[src/rtl/alu_op_decoder.sv]
`timescale 1ns/1ps
// alu_op_decoder
// Registered RV32I instruction decoder. It produces the ALU control bundle
// (op, shift controls, immediate, operand select, register fields and
// writeback enable) and sits between instruction fetch and execute.
// Decoded bundles pass through a two-entry buffer. The main entry drives the
// outputs, and the skid entry absorbs one accept while main is stalled.
//
// Ports:
//   clk, rst        clock; synchronous active-high reset
//   in_valid/in_ready/instr      instruction input handshake
//   flush           discard every buffered bundle
//   out_valid/out_ready          decoded bundle handshake
//   op, shifter_size, shamt_from_rs2, imm, imm_sel,
//   rs1_addr, rs2_addr, rd_addr, rd_we, is_branch, illegal   decoded bundle
//
// Configuration macro: DECODER_ILLEGAL_TRAP_EN
//   defined   - an illegal encoding is delivered in order with illegal=1
//   undefined - illegal is tied 0 and an illegal encoding decodes as a NOP
module alu_op_decoder #(
  parameter int WIDTH = 32,
  parameter int OP    = 4
) (
  input  logic             clk,
  input  logic             rst,
  input  logic             in_valid,
  output logic             in_ready,
  input  logic [WIDTH-1:0] instr,
  input  logic             flush,
  output logic             out_valid,
  input  logic             out_ready,
  output logic [OP-1:0]    op,
  output logic [4:0]       shifter_size,
  output logic             shamt_from_rs2,
  output logic [WIDTH-1:0] imm,
  output logic             imm_sel,
  output logic [4:0]       rs1_addr,
  output logic [4:0]       rs2_addr,
  output logic [4:0]       rd_addr,
  output logic             rd_we,
  output logic             is_branch,
  output logic             illegal
);

  localparam logic [OP-1:0] OP_ADD = OP'(0);
  localparam logic [OP-1:0] OP_SUB = OP'(1);
  localparam logic [OP-1:0] OP_SLL = OP'(2);
  localparam logic [OP-1:0] OP_SRL = OP'(4);
  localparam logic [OP-1:0] OP_SRA = OP'(5);
  localparam logic [OP-1:0] OP_XOR = OP'(6);
  localparam logic [OP-1:0] OP_OR  = OP'(7);
  localparam logic [OP-1:0] OP_AND = OP'(8);
  localparam logic [OP-1:0] OP_BEQ = OP'(9);
  localparam logic [OP-1:0] OP_BNE = OP'(10);
  localparam logic [OP-1:0] OP_BLT = OP'(11);
  localparam logic [OP-1:0] OP_BGE = OP'(12);
  localparam logic [OP-1:0] OP_SLT = OP'(13);

  localparam logic [6:0] OPC_R      = 7'b0110011;
  localparam logic [6:0] OPC_I      = 7'b0010011;
  localparam logic [6:0] OPC_BRANCH = 7'b1100011;
  localparam logic [6:0] OPC_LOAD   = 7'b0000011;
  localparam logic [6:0] OPC_STORE  = 7'b0100011;

  localparam logic [6:0] F7_BASE = 7'b0000000;
  localparam logic [6:0] F7_ALT  = 7'b0100000;

  typedef struct packed {
    logic [OP-1:0]    op;
    logic [4:0]       shifter_size;
    logic             shamt_from_rs2;
    logic [WIDTH-1:0] imm;
    logic             imm_sel;
    logic [4:0]       rs1_addr;
    logic [4:0]       rs2_addr;
    logic [4:0]       rd_addr;
    logic             rd_we;
    logic             is_branch;
`ifdef DECODER_ILLEGAL_TRAP_EN
    logic             illegal;
`endif
  } bundle_t;

  logic [6:0] opcode;
  logic [2:0] funct3;
  logic [6:0] funct7;
  logic [WIDTH-1:0] imm_i, imm_s, imm_b, imm_shamt;

  assign opcode    = instr[6:0];
  assign funct3    = instr[14:12];
  assign funct7    = instr[31:25];
  assign imm_i     = {{(WIDTH-12){instr[31]}}, instr[31:20]};
  assign imm_s     = {{(WIDTH-12){instr[31]}}, instr[31:25], instr[11:7]};
  assign imm_b     = {{(WIDTH-13){instr[31]}}, instr[31], instr[7],
                      instr[30:25], instr[11:8], 1'b0};
  assign imm_shamt = {{(WIDTH-5){1'b0}}, instr[24:20]};

  // ---------------------------------------------------------------------
  // Combinational decode of the incoming instruction word.
  // ---------------------------------------------------------------------
  bundle_t dec;
  logic    bad;
  logic    alt_ok;  // funct7=0100000 is only meaningful for sub / sra(i)

  assign alt_ok = (funct7 == F7_ALT) && ((funct3 == 3'b000) || (funct3 == 3'b101));

  always_comb begin
    // NOTE: every field gets a default first so no path leaves a value held,
    // which would otherwise infer a latch.
    dec          = '0;
    bad          = 1'b0;
    dec.rs1_addr = instr[19:15];
    dec.rs2_addr = instr[24:20];
    dec.rd_addr  = instr[11:7];

    case (opcode)
      OPC_R: begin
        dec.rd_we = 1'b1;
        if (funct7 != F7_BASE && !alt_ok) bad = 1'b1;
        case (funct3)
          3'b000: dec.op = funct7[5] ? OP_SUB : OP_ADD;
          3'b001: begin dec.op = OP_SLL; dec.shamt_from_rs2 = 1'b1; end
          3'b010: dec.op = OP_SLT;
          3'b100: dec.op = OP_XOR;
          3'b101: begin dec.op = funct7[5] ? OP_SRA : OP_SRL; dec.shamt_from_rs2 = 1'b1; end
          3'b110: dec.op = OP_OR;
          3'b111: dec.op = OP_AND;
          default: bad = 1'b1;  // sltu
        endcase
      end

      OPC_I: begin
        dec.rd_we   = 1'b1;
        dec.imm_sel = 1'b1;
        dec.imm     = imm_i;
        case (funct3)
          3'b000: dec.op = OP_ADD;
          3'b001: begin
            dec.op           = OP_SLL;
            dec.shifter_size = instr[24:20];
            dec.imm          = imm_shamt;
            if (funct7 != F7_BASE) bad = 1'b1;
          end
          3'b010: dec.op = OP_SLT;
          3'b100: dec.op = OP_XOR;
          3'b101: begin
            dec.op           = funct7[5] ? OP_SRA : OP_SRL;
            dec.shifter_size = instr[24:20];
            dec.imm          = imm_shamt;
            if (funct7 != F7_BASE && !alt_ok) bad = 1'b1;
          end
          3'b110: dec.op = OP_OR;
          3'b111: dec.op = OP_AND;
          default: bad = 1'b1;  // sltiu
        endcase
      end

      OPC_BRANCH: begin
        dec.is_branch = 1'b1;
        dec.imm       = imm_b;
        case (funct3)
          3'b000:  dec.op = OP_BEQ;
          3'b001:  dec.op = OP_BNE;
          3'b100:  dec.op = OP_BLT;
          3'b101:  dec.op = OP_BGE;
          default: bad = 1'b1;  // bltu, bgeu and undefined codes
        endcase
      end

      OPC_LOAD: begin
        dec.op      = OP_ADD;
        dec.imm_sel = 1'b1;
        dec.rd_we   = 1'b1;
        dec.imm     = imm_i;
      end

      OPC_STORE: begin
        dec.op      = OP_ADD;
        dec.imm_sel = 1'b1;
        dec.imm     = imm_s;
      end

      default: bad = 1'b1;
    endcase

    // An illegal encoding must never write back, branch or shift; the
    // register fields are left as decoded since they are harmless.
    if (bad) begin
      dec.op             = OP_ADD;
      dec.rd_we          = 1'b0;
      dec.is_branch      = 1'b0;
      dec.imm_sel        = 1'b0;
      dec.imm            = '0;
      dec.shifter_size   = '0;
      dec.shamt_from_rs2 = 1'b0;
`ifdef DECODER_ILLEGAL_TRAP_EN
      dec.illegal        = 1'b1;
`endif
    end
  end

  // ---------------------------------------------------------------------
  // Two-entry buffer: main drives the outputs, skid catches one accept
  // while main is stalled. in_ready depends only on registered state (and
  // reset), never on out_ready.
  // ---------------------------------------------------------------------
  bundle_t main_q, skid_q;
  logic    main_valid, skid_valid;
  logic    accept, main_free;

  assign in_ready  = !skid_valid && !rst;
  assign accept    = in_valid && in_ready;
  assign main_free = !main_valid || out_ready;

  always_ff @(posedge clk) begin
    // NOTE: sequential state uses non-blocking assignments so every register
    // samples pre-edge values regardless of evaluation order.
    if (rst) begin
      main_valid <= 1'b0;
      skid_valid <= 1'b0;
      main_q     <= '0;
    end else if (flush) begin
      main_valid <= 1'b0;
      skid_valid <= 1'b0;
    end else if (main_free) begin
      if (skid_valid) begin
        main_q     <= skid_q;
        main_valid <= 1'b1;
        skid_valid <= 1'b0;
      end else if (accept) begin
        main_q     <= dec;
        main_valid <= 1'b1;
      end else begin
        main_valid <= 1'b0;
      end
    end else if (accept) begin
      skid_valid <= 1'b1;
    end
  end

  // NOTE: the skid payload has no reset; it is only ever observed after
  // skid_valid is set, which also writes it.
  always_ff @(posedge clk) begin
    if (!rst && !flush && !main_free && accept) skid_q <= dec;
  end

  assign out_valid      = main_valid;
  assign op             = main_q.op;
  assign shifter_size   = main_q.shifter_size;
  assign shamt_from_rs2 = main_q.shamt_from_rs2;
  assign imm            = main_q.imm;
  assign imm_sel        = main_q.imm_sel;
  assign rs1_addr       = main_q.rs1_addr;
  assign rs2_addr       = main_q.rs2_addr;
  assign rd_addr        = main_q.rd_addr;
  assign rd_we          = main_q.rd_we;
  assign is_branch      = main_q.is_branch;
`ifdef DECODER_ILLEGAL_TRAP_EN
  assign illegal        = main_q.illegal;
`else
  assign illegal        = 1'b0;
`endif

endmodule
[config.mk]
export PLATFORM = sky130hd
export DESIGN_NAME = alu_op_decoder
export DESIGN_NICKNAME = d
export VERILOG_FILES = /design/src/rtl/alu_op_decoder.sv
export SDC_FILE = /design/constraint.sdc
export NUM_CORES = 1
export LEC_CHECK = 0
export ABC_AREA = 0
export CORE_MARGIN = 8
export CORE_UTILIZATION = 53
export CTS_CLUSTER_DIAMETER = 200
export DETAILED_ROUTE_END_ITERATION = 12
export MAX_ROUTING_LAYER = met4
export PLACE_DENSITY = 0.85
export SYNTH_ARGS = -nofsm -noshare
export SYNTH_HDL_FRONTEND = slang
export SYNTH_SLANG_ARGS = --single-unit
[constraint.sdc]
create_clock -name clk -period 16.05 [get_ports clk]
set_input_delay 4.0125 -clock clk [delete_from_list [all_inputs] [get_ports clk]]
set_output_delay 4.0125 -clock clk [all_outputs]
set_load 0.01 [all_outputs]
**Yosys cells after proc, flatten, opt, wreduce, memory -nomap -nowiden**

Cells that the tools add are included.

- Word-level logic and storage cells: 90
- Register bits after elaboration: 122
- Output and inout bits: 63
- Input port bits: 37

- Bitwise operators: 1
- Equality and inequality tests: 12
- Reduce and logical (&&, ||, !) cells: 28
- Muxes and demuxes: 27

Operators by type and width:

| cell | count |
|---|---|
| 32-bit case mux with 4 select lines | 1 |
| 60-bit two-way mux | 2 |
| 43-bit two-way mux | 1 |
| 32-bit two-way mux | 1 |
| 4-bit case mux with 7 select lines | 1 |
| 4-bit case mux with 6 select lines | 1 |
| 7-bit by 6-bit equality test with 1-bit output (second input constant) | 3 |
| 4-bit case mux with 4 select lines | 1 |
| 1-bit two-way mux | 13 |
| 3-bit equality test (second input constant) | 4 |
| 4-bit case mux with 3 select lines | 1 |
| 5-bit two-way mux | 2 |
| 3-bit OR reduction | 3 |
| 7-bit by 2-bit equality test with 1-bit output (second input constant) | 1 |
| 7-bit by 5-bit equality test with 1-bit output (second input constant) | 1 |
| 7-bit equality test (second input constant) | 1 |
| 1-bit logical AND | 7 |
| 7-bit nonzero test | 1 |
| 7-bit OR reduction | 1 |
| 1-bit zero test | 6 |
| 2-bit OR reduction | 3 |
| 5-bit OR reduction | 1 |
| 1-bit case mux with 4 select lines | 1 |
| 4-bit OR reduction | 1 |
| 9 further kinds | 10 |

**Logic depth before layout (Yosys ltp)**

- Word-level depth: 11
- Depth in mapped cells: 8
- Mapped depth without buffers: 5

**Worst setup path before layout**

Ideal clock, no wire load.

- Path type: in2reg
- From: input port rst
- To: register skid_q[0] in the netlist's numbering, enable pin
- Cell stages on the path: 3
- Setup slack: 7.093 ns
- Arrival time: 8.411 ns
- Buffers on the path: 2
- Setup time: 0.546 ns
- Required time: 15.504 ns
- Cell sequence: clkbuf_1 -> clkbuf_1 -> nor4_1

- Longest elaborated chain between the ends: 4
- Elaborated cells between the ends (all ways): 6
- Those cells by class: reduce/logical: 6

RTL lines:

| element | line | text |
|---|---|---|
| start: declaration | 25 | `input logic rst,` |
| 1-bit zero test * | 211, 244 |  |
| 1-bit logical AND, on equally long branches | 244, 211 |  |
| 1-bit logical AND, on equally long branches | 244, 212 |  |
| 1-bit logical AND * | 244 | `if (!rst && !flush && !main_free && accept) skid_q <= dec;` |
| end signal: assignment | 244 |  |
| end: declaration | 207 | `bundle_t main_q, skid_q;` |

Every way passes the cells marked *; elsewhere a longest branch is shown, timed or not.
A chain may end at the register's enable or synchronous reset.

**Final worst setup path**

- From: input port rst
- To: output port in_ready

- Longest elaborated chain between the ends: 2

RTL lines:

| element | line | text |
|---|---|---|
| 1-bit zero test | 211 | `assign in_ready = !skid_valid && !rst;` |
| 1-bit logical AND | 211 |  |
| end: declaration | 27 | `output logic in_ready,` |

Every way passes these cells.

==> impl_metrics.env <==
export IMPL_clock_skew_ns=0.0103
export IMPL_die_y_um=102
export IMPL_tightestPinTransition_ns=1.23
export IMPL_worstPathMaxFanout=48
export IMPL_ys_seq_area_frac=0.528
export IMPL_grt_overflow_total=0
export IMPL_avgSynthCellArea_um2=10.3
export IMPL_yosys_area_top_type="edfxtp_1"
export IMPL_p_int_mw=0.315
export IMPL_synth_edff_count=41
export IMPL_first_global_vias=2979
export IMPL_post_place_cells=534
export IMPL_initial_core_util=0.546
export IMPL_finalHoldViolCount=0
export IMPL_max_slew_margin_rel=0.179
export IMPL_dpl_hpwl_mm=6.66
export IMPL_slew_viol_final=0
export IMPL_fin_nets=483
export IMPL_dieArea_mm2=0.0105
export IMPL_outcome="complete, no violations"
export IMPL_seqCellArea_mm2=0.00209
export IMPL_end_kind="primary output"
export IMPL_r2r_start="skid_valid$_SDFFE_PP0P_"
export IMPL_drtAntennaViolNets=0
export IMPL_fmax_ghz=0.105
export IMPL_seqPwrFrac=0.550
export IMPL_synth_area_leaders="edfxtp_1 (31%), dfxtp_1 (22%), nor2_1 (4.5%), a211oi_1 (4.2%), mux2i_1 (4.0%)"
export IMPL_clk_pin_slew_ns=0.09
export IMPL_drtIter0Drc=269
export IMPL_ys_flop_type="dfxtp_1"
export IMPL_io_buffers=98
export IMPL_wirelength_mm=9.60
export IMPL_drc=0
export IMPL_num_vias=3120
export IMPL_grt_total_usage=0.191
export IMPL_syn_inst=384
export IMPL_worstPathRequired_ns=12.04
export IMPL_stdcell_area_mm2=0.00500
export IMPL_maxUsedRoutingLayer="met4"
export IMPL_post_cts_setup_buffers=0
export IMPL_drive_gt1_frac=0.0621
export IMPL_grt_pass1_wl_mm=15.3
export IMPL_synthArstFlopShare=0
export IMPL_peakVddDrop_v=0.0000670
export IMPL_clock_latency_ns=0.35
export IMPL_met1_length_mm=4.40
export IMPL_syn_area_mm2=0.00396
export IMPL_synth_most_common_cell="nor2_1"
export IMPL_layout_cells_non_filler=550
export IMPL_min_period_ns=9.55
export IMPL_cts_tree="yes"
export IMPL_synthTopCellsByCount="nor2_1 (48), dfxtp_1 (43), edfxtp_1 (41), a211oi_1 (22)"
export IMPL_place_area_mm2=0.00483
export IMPL_finalSetupViolations=0
export IMPL_antenna_found_initial=0
export IMPL_coreArea_mm2=0.00725
export IMPL_rsz0062_at_grt="no"
export IMPL_cts_root_buf="clkbuf_8"
export IMPL_hold_slack_ns=0.502
export IMPL_ys_types=52
export IMPL_min_to="rs1_addr[0]$_SDFFE_PP0P_"
export IMPL_switchingPower_mw=0.107
export IMPL_reg2regPathDepth=6
export IMPL_multi_input_area_mm2=0.00158
export IMPL_finalSetupTns_ns=0
export IMPL_area_growth_pct=26.2
export IMPL_syn_num_nets=421
export IMPL_rows=31
export IMPL_cts_buffers_inserted=9
export IMPL_clkPwrFrac=0.320
export IMPL_worstSetupStartpointType="primary input"
export IMPL_cts_max_level=3
export IMPL_worstReg2RegEnd="op[1]$_SDFFE_PP0P_"
export IMPL_die_x_um=102
export IMPL_grt_max_degree=66
export IMPL_cap_violations=0
export IMPL_routabilityCongestion=0.920
export IMPL_setup_worst_path_class="in -> out"
export IMPL_whs_path_depth=2
export IMPL_diodes=0
export IMPL_powerDensity_mw_per_mm2=84.3
export IMPL_wl_per_cell_um=17.5
export IMPL_first_pass_iters=5
export IMPL_ios=100
export IMPL_viasPerCell=5.67
export IMPL_hold_path_startpoint="rs1_addr[0]$_SDFFE_PP0P_"
export IMPL_post_route_period_util=0.595
export IMPL_hp_class="reg -> reg"
export IMPL_ys_ff_latch=84
export IMPL_wl_met3_um=456
export IMPL_wl_met2_mm=4.62
export IMPL_n_fill_cell=558
export IMPL_synth_top_area_frac=0.311
export IMPL_leakage_nw=1.66
export IMPL_crit_arrival_ns=5.54
export IMPL_cts_sinks=84
export IMPL_p_comb_frac=0.130
export IMPL_cts_repair_resized=0
export IMPL_swShare=0.254
export IMPL_yosysWarnings=0
export IMPL_cts_hold_buffers=0
export IMPL_worst_r2r_setup_slack_ns=13.43
export IMPL_cts_buffer_depth=2
-- cells by family after synthesis --
kind of cell / after synthesis / synth area share
AO/OA/AOI/OAI: 85 / 0.164
XOR/XNOR: 1 / 0.00221
buffers and inverters: 56 / 0.0748
flip-flops: 84 / 0.528
multiplexers: 16 / 0.0404
other: 1 / 0.000946
AND/OR/NAND/NOR: 141 / 0.190
-- registers in the layout, indices dropped and copies added (netlist names) --
signal	flops
shifter_size	5
is_branch	1
skid_valid	1
rs2_addr	5
out_valid	1
op	4
rd_addr	5
imm	13
imm_sel	1
skid_q	41
rd_we	1
rs1_addr	5
shamt_from_rs2	1
-- critical path: stages --
cell,delay [ns]
clkdlybuf4s50_1,0.47
buf_4,0.45
nor2_1,0.10
clkdlybuf4s50_1,0.50
-- area by class of cell --
| class | instances | share of cell area |
|---|---|---|
| repair buffers | 102 | 0.202 |
| clock inverters | 6 | 0.00950 |
| clock buffers | 10 | 0.0255 |
| inverters | 5 | 0.00375 |
| multi-input cells | 244 | 0.316 |
| well taps | 99 | 0.0248 |
| flip-flops and latches | 84 | 0.418 |
-- how the worst max path moves through the flow --
stage	start	endpoint	slack [ns]	cells past startpoint
6_report	rst	in_ready	6.50	4
5_1_grt	rst	in_ready	6.42	4
4_1_cts	rst	in_ready	6.50	4
3_5_place_dp	rst	in_ready	6.52	4
3_3_place_gp	rst	in_ready	6.56	4
2_1_floorplan	rst	skid_q[0]$_DFFE_PP_	7.09	3
-- metal layers --
| layer | GRT usage | up-vias |
|---|---|---|
| li1 | - | 1532 |
| met1 | 0.248 | 1487 |
| met2 | 0.294 | 91 |
| met3 | 0.0341 | 10 |
| met4 | 0.0677 | 0 |
| met5 | - | - |
-- power groups by stage --
stage          sequential, mW  combinational (mW)  clock, mW
2_1_floorplan           0.239              0.0246          0
4_1_cts                 0.232              0.0554      0.137
5_1_grt                 0.233              0.0591      0.147
3_3_place_gp            0.237              0.0540          0
6_report                0.232              0.0548      0.135
3_5_place_dp            0.237              0.0551          0
-- metrics by stage --
stage / total power, mW / setup WS [ns] / util
3_5_place_dp: 0.292 / 6.52 / 0.666
2_1_floorplan: 0.264 / 7.09 / -
3_3_place_gp: 0.291 / 6.56 / 0.666
6_report: 0.422 / 6.50 / 0.690
5_1_grt: 0.439 / 6.42 / 0.690
4_1_cts: 0.424 / 6.50 / 0.690
-- cells in the final DEF, fill, tap and decap left out, types with 4 or more instances in the layout --
cell / n
clkdlybuf4s50_1: 98
nor2_1: 48
dfxtp_1: 42
edfxtp_1: 41
a211oi_1: 22
nand2_1: 21
nor3_1: 16
mux2i_1: 16
and2_1: 13
o21bai_1: 12
a31oi_1: 9
clkbuf_8: 9
nand2b_1: 8
a22oi_1: 6
or4_1: 6
or4b_1: 6
a221oi_1: 5
a21o_1: 5
a311oi_1: 4
inv_1: 4
nor2b_1: 4
nand3_1: 4
a21oi_1: 4
nor4_1: 4
clkinvlp_4: 4
buf_4: 4
No activity file was read; power rests on OpenSTA's default activity.
